File: src/rtl/ring_injector_pkg.sv
// ring_pkg: shared sizes, token/entry types and cc_id one-hot helper for the ring injector
package ring_pkg;
  localparam int PC_WIDTH = 8;
  localparam int CC_ID_BITS = 2;
  localparam int LATENCY_COUNT_WIDTH = 8;
  localparam int STARVE_LIMIT = 4;
  localparam int NUM_CC = 2 ** CC_ID_BITS;
  localparam int STARVE_W = $clog2(STARVE_LIMIT + 1);
  typedef struct packed {
    logic [CC_ID_BITS-1:0] cc_id;
    logic [PC_WIDTH-1:0] pc;
  } token_t;
  typedef struct packed {
    token_t tok;
    logic [LATENCY_COUNT_WIDTH-1:0] lat;
  } entry_t;
  function automatic logic [NUM_CC-1:0] onehot_cc(input logic [CC_ID_BITS-1:0] cc_id);
    return NUM_CC'(1) << cc_id;
  endfunction
endpackage

File: src/rtl/ring_injector_if.sv
// channel_iface: valid/ready token channel; master drives valid/data/latency, slave drives ready
interface channel_iface;
  import ring_pkg::*;
  logic valid;
  logic ready;
  token_t data;
  logic [LATENCY_COUNT_WIDTH-1:0] latency;
  modport master(output valid, data, latency, input ready);
  modport slave(input valid, data, latency, output ready);
endinterface

File: src/rtl/ring_injector_skid.sv
// ring_skid_buffer: 2-entry FIFO with registered head, occupancy and registered cc_id valid mask
// Ports: push_i/push_data_i store, pop_ready_i pops a valid head, head_o/head_valid_o, occupancy_o, valid_mask_o
module ring_skid_buffer
  import ring_pkg::*;
(
  input  logic              clk,
  input  logic              rst_n,
  input  logic              push_i,
  input  entry_t            push_data_i,
  input  logic              pop_ready_i,
  output entry_t            head_o,
  output logic              head_valid_o,
  output logic [1:0]        occupancy_o,
  output logic [NUM_CC-1:0] valid_mask_o
);
  entry_t e0_q, e0_d, e1_q, e1_d;
  logic v0_q, v0_d, v1_q, v1_d;
  logic [NUM_CC-1:0] mask_q, mask_d;
  // Pop shifts first so a same-edge push lands behind whatever remains.
  always_comb begin
    e0_d = e0_q;
    e1_d = e1_q;
    v0_d = v0_q;
    v1_d = v1_q;
    if (v0_q && pop_ready_i) begin
      e0_d = e1_q;
      v0_d = v1_q;
      v1_d = 1'b0;
    end
    if (push_i) begin
      if (v0_d) begin
        e1_d = push_data_i;
        v1_d = 1'b1;
      end else begin
        e0_d = push_data_i;
        v0_d = 1'b1;
      end
    end
    mask_d = ({NUM_CC{v0_d}} & onehot_cc(e0_d.tok.cc_id)) | ({NUM_CC{v1_d}} & onehot_cc(e1_d.tok.cc_id));
  end
  always_ff @(posedge clk or negedge rst_n) begin
    if (!rst_n) begin
      e0_q <= '0;
      e1_q <= '0;
      v0_q <= 1'b0;
      v1_q <= 1'b0;
      mask_q <= '0;
    end else begin
      e0_q <= e0_d;
      e1_q <= e1_d;
      v0_q <= v0_d;
      v1_q <= v1_d;
      mask_q <= mask_d;
    end
  end
  assign head_o = e0_q;
  assign head_valid_o = v0_q;
  assign occupancy_o = 2'(v0_q) + 2'(v1_q);
  assign valid_mask_o = mask_q;
endmodule

File: src/rtl/ring_injector.sv
// ring_injector: merges recirculating ring tokens with injected threads, drops killed cc_ids, skid-buffers output
// Ports: ring_in (slave channel), ring_out (master channel), inject_valid_i/ready_o/pc_i/cc_id_i,
//        kill_mask_i, elaborating_chars_o, dropped_pulse_o
module ring_injector
  import ring_pkg::*;
(
  input  logic                  clk,
  input  logic                  rst_n,
  channel_iface.slave           ring_in,
  channel_iface.master          ring_out,
  input  logic                  inject_valid_i,
  output logic                  inject_ready_o,
  input  logic [PC_WIDTH-1:0]   inject_pc_i,
  input  logic [CC_ID_BITS-1:0] inject_cc_id_i,
  input  logic [NUM_CC-1:0]     kill_mask_i,
  output logic [NUM_CC-1:0]     elaborating_chars_o,
  output logic                  dropped_pulse_o
);
  logic [1:0] occ;
  logic killed, slot_free, ring_win, push;
  entry_t push_e, head;
  logic head_v;
  logic [STARVE_W-1:0] starve_q, starve_d;
  logic dropped_q;
  // slot_free depends only on registered occupancy, keeping ring_out.ready off every ready path.
  always_comb begin
    killed = ring_in.valid && kill_mask_i[ring_in.data.cc_id];
    slot_free = occ < 2'd2;
    ring_win = ring_in.valid && !killed && starve_q < STARVE_W'(STARVE_LIMIT);
    inject_ready_o = slot_free && inject_valid_i && !ring_win;
    ring_in.ready = killed || (slot_free && ring_win);
    push = (slot_free && ring_win) || inject_ready_o;
    push_e.tok = ring_win ? ring_in.data : {inject_cc_id_i, inject_pc_i};
    push_e.lat = !ring_win ? '0 : (&ring_in.latency ? ring_in.latency : ring_in.latency + LATENCY_COUNT_WIDTH'(1));
    starve_d = (!inject_valid_i || inject_ready_o) ? '0
             : (starve_q == STARVE_W'(STARVE_LIMIT) ? starve_q : starve_q + STARVE_W'(1));
  end
  always_ff @(posedge clk or negedge rst_n) begin
    if (!rst_n) begin
      starve_q <= '0;
      dropped_q <= 1'b0;
    end else begin
      starve_q <= starve_d;
      dropped_q <= killed;
    end
  end
  ring_skid_buffer u_skid (
    .clk(clk),
    .rst_n(rst_n),
    .push_i(push),
    .push_data_i(push_e),
    .pop_ready_i(ring_out.ready),
    .head_o(head),
    .head_valid_o(head_v),
    .occupancy_o(occ),
    .valid_mask_o(elaborating_chars_o)
  );
  assign ring_out.valid = head_v;
  assign ring_out.data = head.tok;
  assign ring_out.latency = head.lat;
  assign dropped_pulse_o = dropped_q;
endmodule
File: src/flat_wrapper.sv
// flat-port wrapper written by rule: the top's interface ports become plain ports
module ring_injector_flat import ring_pkg::*;
  (clk, rst_n, inject_valid_i, inject_ready_o, inject_pc_i, inject_cc_id_i, kill_mask_i, elaborating_chars_o, dropped_pulse_o, ring_in_valid, ring_in_data, ring_in_latency, ring_in_ready, ring_out_valid, ring_out_data, ring_out_latency, ring_out_ready);
  channel_iface ring_in_i ();
  channel_iface ring_out_i ();
  input  logic clk;
  input  logic rst_n;
  input  logic inject_valid_i;
  output logic inject_ready_o;
  input  logic [PC_WIDTH-1:0] inject_pc_i;
  input  logic [CC_ID_BITS-1:0] inject_cc_id_i;
  input  logic [NUM_CC-1:0] kill_mask_i;
  output logic [NUM_CC-1:0] elaborating_chars_o;
  output logic dropped_pulse_o;
  input wire logic [$bits(ring_in_i.valid)-1:0] ring_in_valid;
  input wire logic [$bits(ring_in_i.data)-1:0] ring_in_data;
  input wire logic [$bits(ring_in_i.latency)-1:0] ring_in_latency;
  output wire logic [$bits(ring_in_i.ready)-1:0] ring_in_ready;
  output wire logic [$bits(ring_out_i.valid)-1:0] ring_out_valid;
  output wire logic [$bits(ring_out_i.data)-1:0] ring_out_data;
  output wire logic [$bits(ring_out_i.latency)-1:0] ring_out_latency;
  input wire logic [$bits(ring_out_i.ready)-1:0] ring_out_ready;
  assign ring_in_i.valid = ring_in_valid;
  assign ring_in_i.data = ring_in_data;
  assign ring_in_i.latency = ring_in_latency;
  assign ring_in_ready = ring_in_i.ready;
  assign ring_out_valid = ring_out_i.valid;
  assign ring_out_data = ring_out_i.data;
  assign ring_out_latency = ring_out_i.latency;
  assign ring_out_i.ready = ring_out_ready;
  ring_injector u_core (.clk(clk), .rst_n(rst_n), .ring_in(ring_in_i), .ring_out(ring_out_i), .inject_valid_i(inject_valid_i), .inject_ready_o(inject_ready_o), .inject_pc_i(inject_pc_i), .inject_cc_id_i(inject_cc_id_i), .kill_mask_i(kill_mask_i), .elaborating_chars_o(elaborating_chars_o), .dropped_pulse_o(dropped_pulse_o));
endmodule
File: config.mk
export PLATFORM = sky130hd
export DESIGN_NAME = ring_injector_flat
export DESIGN_NICKNAME = d
export VERILOG_FILES = /design/src/rtl/ring_injector_pkg.sv /design/src/rtl/ring_injector_if.sv /design/src/rtl/ring_injector_skid.sv /design/src/rtl/ring_injector.sv /design/src/flat_wrapper.sv
export SDC_FILE = /design/constraint.sdc
export NUM_CORES = 1
export LEC_CHECK = 0
export CORE_AREA = 2 2 77 79
export CTS_BUF_LIST = sky130_fd_sc_hd__clkbuf_8
export DETAILED_ROUTE_END_ITERATION = 10
export DIE_AREA = 0 0 79 81
export PLACE_DENSITY = 0.75
export SYNTH_ARGS = -nofsm -noshare
export SYNTH_HDL_FRONTEND = slang
export SYNTH_SLANG_ARGS = --single-unit
export TNS_END_PERCENT = 50
File: constraint.sdc
create_clock -name clk -period 1.83 [get_ports clk]
set_clock_uncertainty 0.1 [all_clocks]
set_input_delay 0.183 -clock clk [delete_from_list [all_inputs] [get_ports clk]]
set_output_delay 0.183 -clock clk [all_outputs]
set_load 0.05 [all_outputs]
==> impl_metrics.py <==
metrics = {
    "floorplanning": {
        "die_w_um": 79,
        "io_pins": 63,
        "fp-row-count": 28,
        "fp.dieH_um": 81,
        "start_util_pct": 43.8,
        "core_area_mm2": 0.00568,
        "die-area_mm2": 0.00640,
    },
    "timing": {
        "timing.final.ws_setup_ns": -0.116,
        "fmax_mhz": 514,
        "hold_viol": 0,
        "fin_crit_ns": 1.95,
        "finalMaxSlewViolations": 0,
        "max_slew.worst_pin.slew_ns": 0.505,
        "rsz0062_at_grt": "true",
        "finalSetupViolations": 24,
        "timing.final.crit_share_pct": 106,
        "slew_headroom_pct": 66.1,
        "fin_setup_tns_ns": -1.02,
    },
    "clock_tree": {
        "htreeDepth": 2,
        "clock_latency_ns": 0.31,
        "clk_path_buf_depth": 2,
        "numCtsBuffers": 5,
        "clock_sinks": 46,
        "root_buffer": "clkbuf_8",
        "clk_pin_slew_worst_paths_ns": 0.09,
        "cts_tree": "yes",
    },
    "pwr": {
        "leakagePower_nw": 1.74,
        "power.total_w": 0.00443,
        "vdd_drop_max_mv": 0.701,
        "p_per_area_mw_per_mm2": 1130,
    },
    "yosys": {
        "synthCells": 259,
        "yosys.cell_count.top_type": "dfrtp_1",
        "synth_enable_flop_cells": 0,
        "ys_types": 51,
        "synth_area_leaders": "dfrtp_1, nand2_1, o21ai_0",
        "synth_fp_nets": 299,
        "ys_warn_count": 0,
        "synth_ff_type": "dfrtp_1",
        "synth.avg_cell_area_um2": 9.60,
        "synth_common_cells": "dfrtp_1, nand2_1, o21ai_0",
        "yosysTopAreaCellShare_pct": 46.3,
        "async_reset_ff_share_pct": 100,
        "synth_top_area_cell": "dfrtp_1",
        "yosysSeqAreaShare_pct": 46.3,
        "syn_area_mm2": 0.00249,
        "ys_seq_elements": 46,
    },
    "grt": {
        "antenna_found_initial": 0,
        "grt_use_total_pct": 23.3,
        "grt_pass1_vias": 2377,
        "overflow": 0,
        "grt_pass1_wl_mm": 11.6,
        "grt_max_degree": 47,
    },
    "cells_and_area": {
        "fillers": 439,
        "drive_gt1_share_pct": 29.9,
        "nets": 410,
        "area_growth_pct": 57.6,
        "final_area_mm2": 0.00392,
        "n_antenna_cell": 0,
        "stdcell_count": 446,
    },
    "flow_run": {
        "cap_violations": 0,
    },
    "route": {
        "wirelength_mm": 7.14,
        "vias": 2456,
        "postRouteAntennaNets": 0,
        "drc": 0,
        "drtIter0Drc": 148,
        "post_drt_wl_per_cell_um": 16.0,
        "first_pass_iters": 4,
        "drt-vias-per-instance": 5.51,
    },
    "setup_path": {
        "worst_setup_path_end_kind": "flop",
        "path_class": "reg -> reg",
        "arrival_ns": 2.04,
        "cp.required_ns": 1.92,
        "r2r_slack_ns": -0.12,
        "startpoint_type": "flop",
        "cp_max_fo": 3,
    },
    "status": {
        "violations": "setup timing",
        "status": "finished with violations",
    },
    "placement": {
        "place_area_mm2": 0.00353,
        "place_inst": 430,
        "hpwl_mm": 4.87,
        "routabilityCongestion": 0.819,
        "portBuffers": 62,
    },
    "hold_path": {
        "holdCritPathClass": "in -> async",
    },
}
==> report_power, final <==
group / internal (W) / total (W) / switching, W
clock network: 0.000346 / 0.000693 / 0.000347
logic: 0.000927 / 0.00222 / 0.00130
registers: 0.00132 / 0.00152 / 0.000201
==> stage by stage <==
| stage | util, % | hold slack (ns) | worst slack [ns] |
|---|---|---|---|
| 6_report | 69.0 | 0.297 | -0.116 |
| 5_1_grt | 69.0 | 0.321 | -0.179 |
| 4_1_cts | 66.5 | 0.311 | -0.155 |
| 3_5_place_dp | 62.2 | 0.0805 | -0.453 |
| 3_3_place_gp | 62.2 | 0.0809 | -0.427 |
| 2_1_floorplan | - | -0.213 | -0.0595 |
==> state kept, by name, summed over array words and instances (netlist names) <==
register,cells
u_core.u_skid.head_valid_o,1
u_core.dropped_pulse_o,1
u_core.u_skid.v1_q,1
u_core.u_skid.head_o,18
u_core.u_skid.valid_mask_o,4
u_core.starve_q,3
u_core.u_skid.e1_q,18
==> per-layer routing <==
| layer | global-route usage [%] | wire length, µm | vias up |
|---|---|---|---|
| met5 | 0 | 0 | - |
| met4 | 8.28 | 177 | 0 |
| met3 | 5.11 | 423 | 13 |
| met2 | 38.9 | 3530 | 92 |
| met1 | 30.0 | 3010 | 1177 |
| li1 | - | - | 1174 |
==> final timing paths <==
kind | from | endpoint | cells after the start
worst max-delay path | u_core.starve_q[2] | u_core.u_skid.valid_mask_o[1] | 6
worst min-delay path | rst_n | u_core.u_skid.e1_q[3] | 3
worst max register to register | u_core.starve_q[2] | u_core.u_skid.valid_mask_o[1] | 6
worst min register to register | u_core.u_skid.e1_q[12] | u_core.u_skid.e1_q[12] | 2
max in group asynchronous | rst_n | u_core.u_skid.head_o[11] | 3
min in group clk | u_core.u_skid.e1_q[12] | u_core.u_skid.e1_q[12] | 2
==> what timing repair did <==
item / 4_1_cts / 5_1_grt
resized for setup: 23 / 28
gates cloned: 1 / 1
setup buffers: 4 / 1
endpoints found under the setup margin: 34 / 41
hold buffers: 1 / 0
pin swaps: 14 / 11
hold endpoints to repair: 46 / 0
==> critical path, stage by stage, from the launching register on <==
cell     delay, ns
dfrtp_1       0.41
or3b_4        0.41
o22a_4        0.23
mux2i_4       0.17
o211a_1       0.22
inv_2         0.07
a32o_1        0.22
==> cell type report <==
class	instances	area (µm²)	share of cell area, %
Inverter	8	30.0	0.767
Timing Repair Buffer	118	1150	29.3
Multi-Input combinational cell	191	1390	35.5
Clock inverter	1	8.76	0.224
Sequential cell	46	1150	29.4
Clock buffer	7	96.3	2.46
Tap cell	75	93.8	2.40
==> cell families (layout without fill, tap and decap cells) <==
logic type / count (synthesis) / count (layout) / synth area share, %
XOR/XNOR: 2 / 2 / 0.705
adder cells (fa/ha/maj): 3 / 3 / 1.51
buffers and inverters: 22 / 134 / 4.08
multiplexers: 16 / 16 / 7.30
AND/OR/NAND/NOR: 87 / 87 / 17.7
AO/OA/AOI/OAI: 83 / 83 / 22.4
flip-flops: 46 / 46 / 46.3
==> cells in the final DEF (no fill, tap or decap), types with 4 or more instances in the layout <==
cell             instances
a211oi_1                 9
a211oi_2                 5
a21oi_1                 18
a21oi_2                  4
and3_1                  17
buf_12                   5
buf_4                   49
buf_6                    6
clkbuf_8                 7
clkdlybuf4s50_1         52
dfrtp_1                 46
inv_1                    7
mux2i_1                  6
nand2_1                 33
nand3_1                  7
nor2_1                  10
o21ai_0                 13
o21ai_1                  8
o21ai_2                  4
Power figures use the tool's default switching activity.
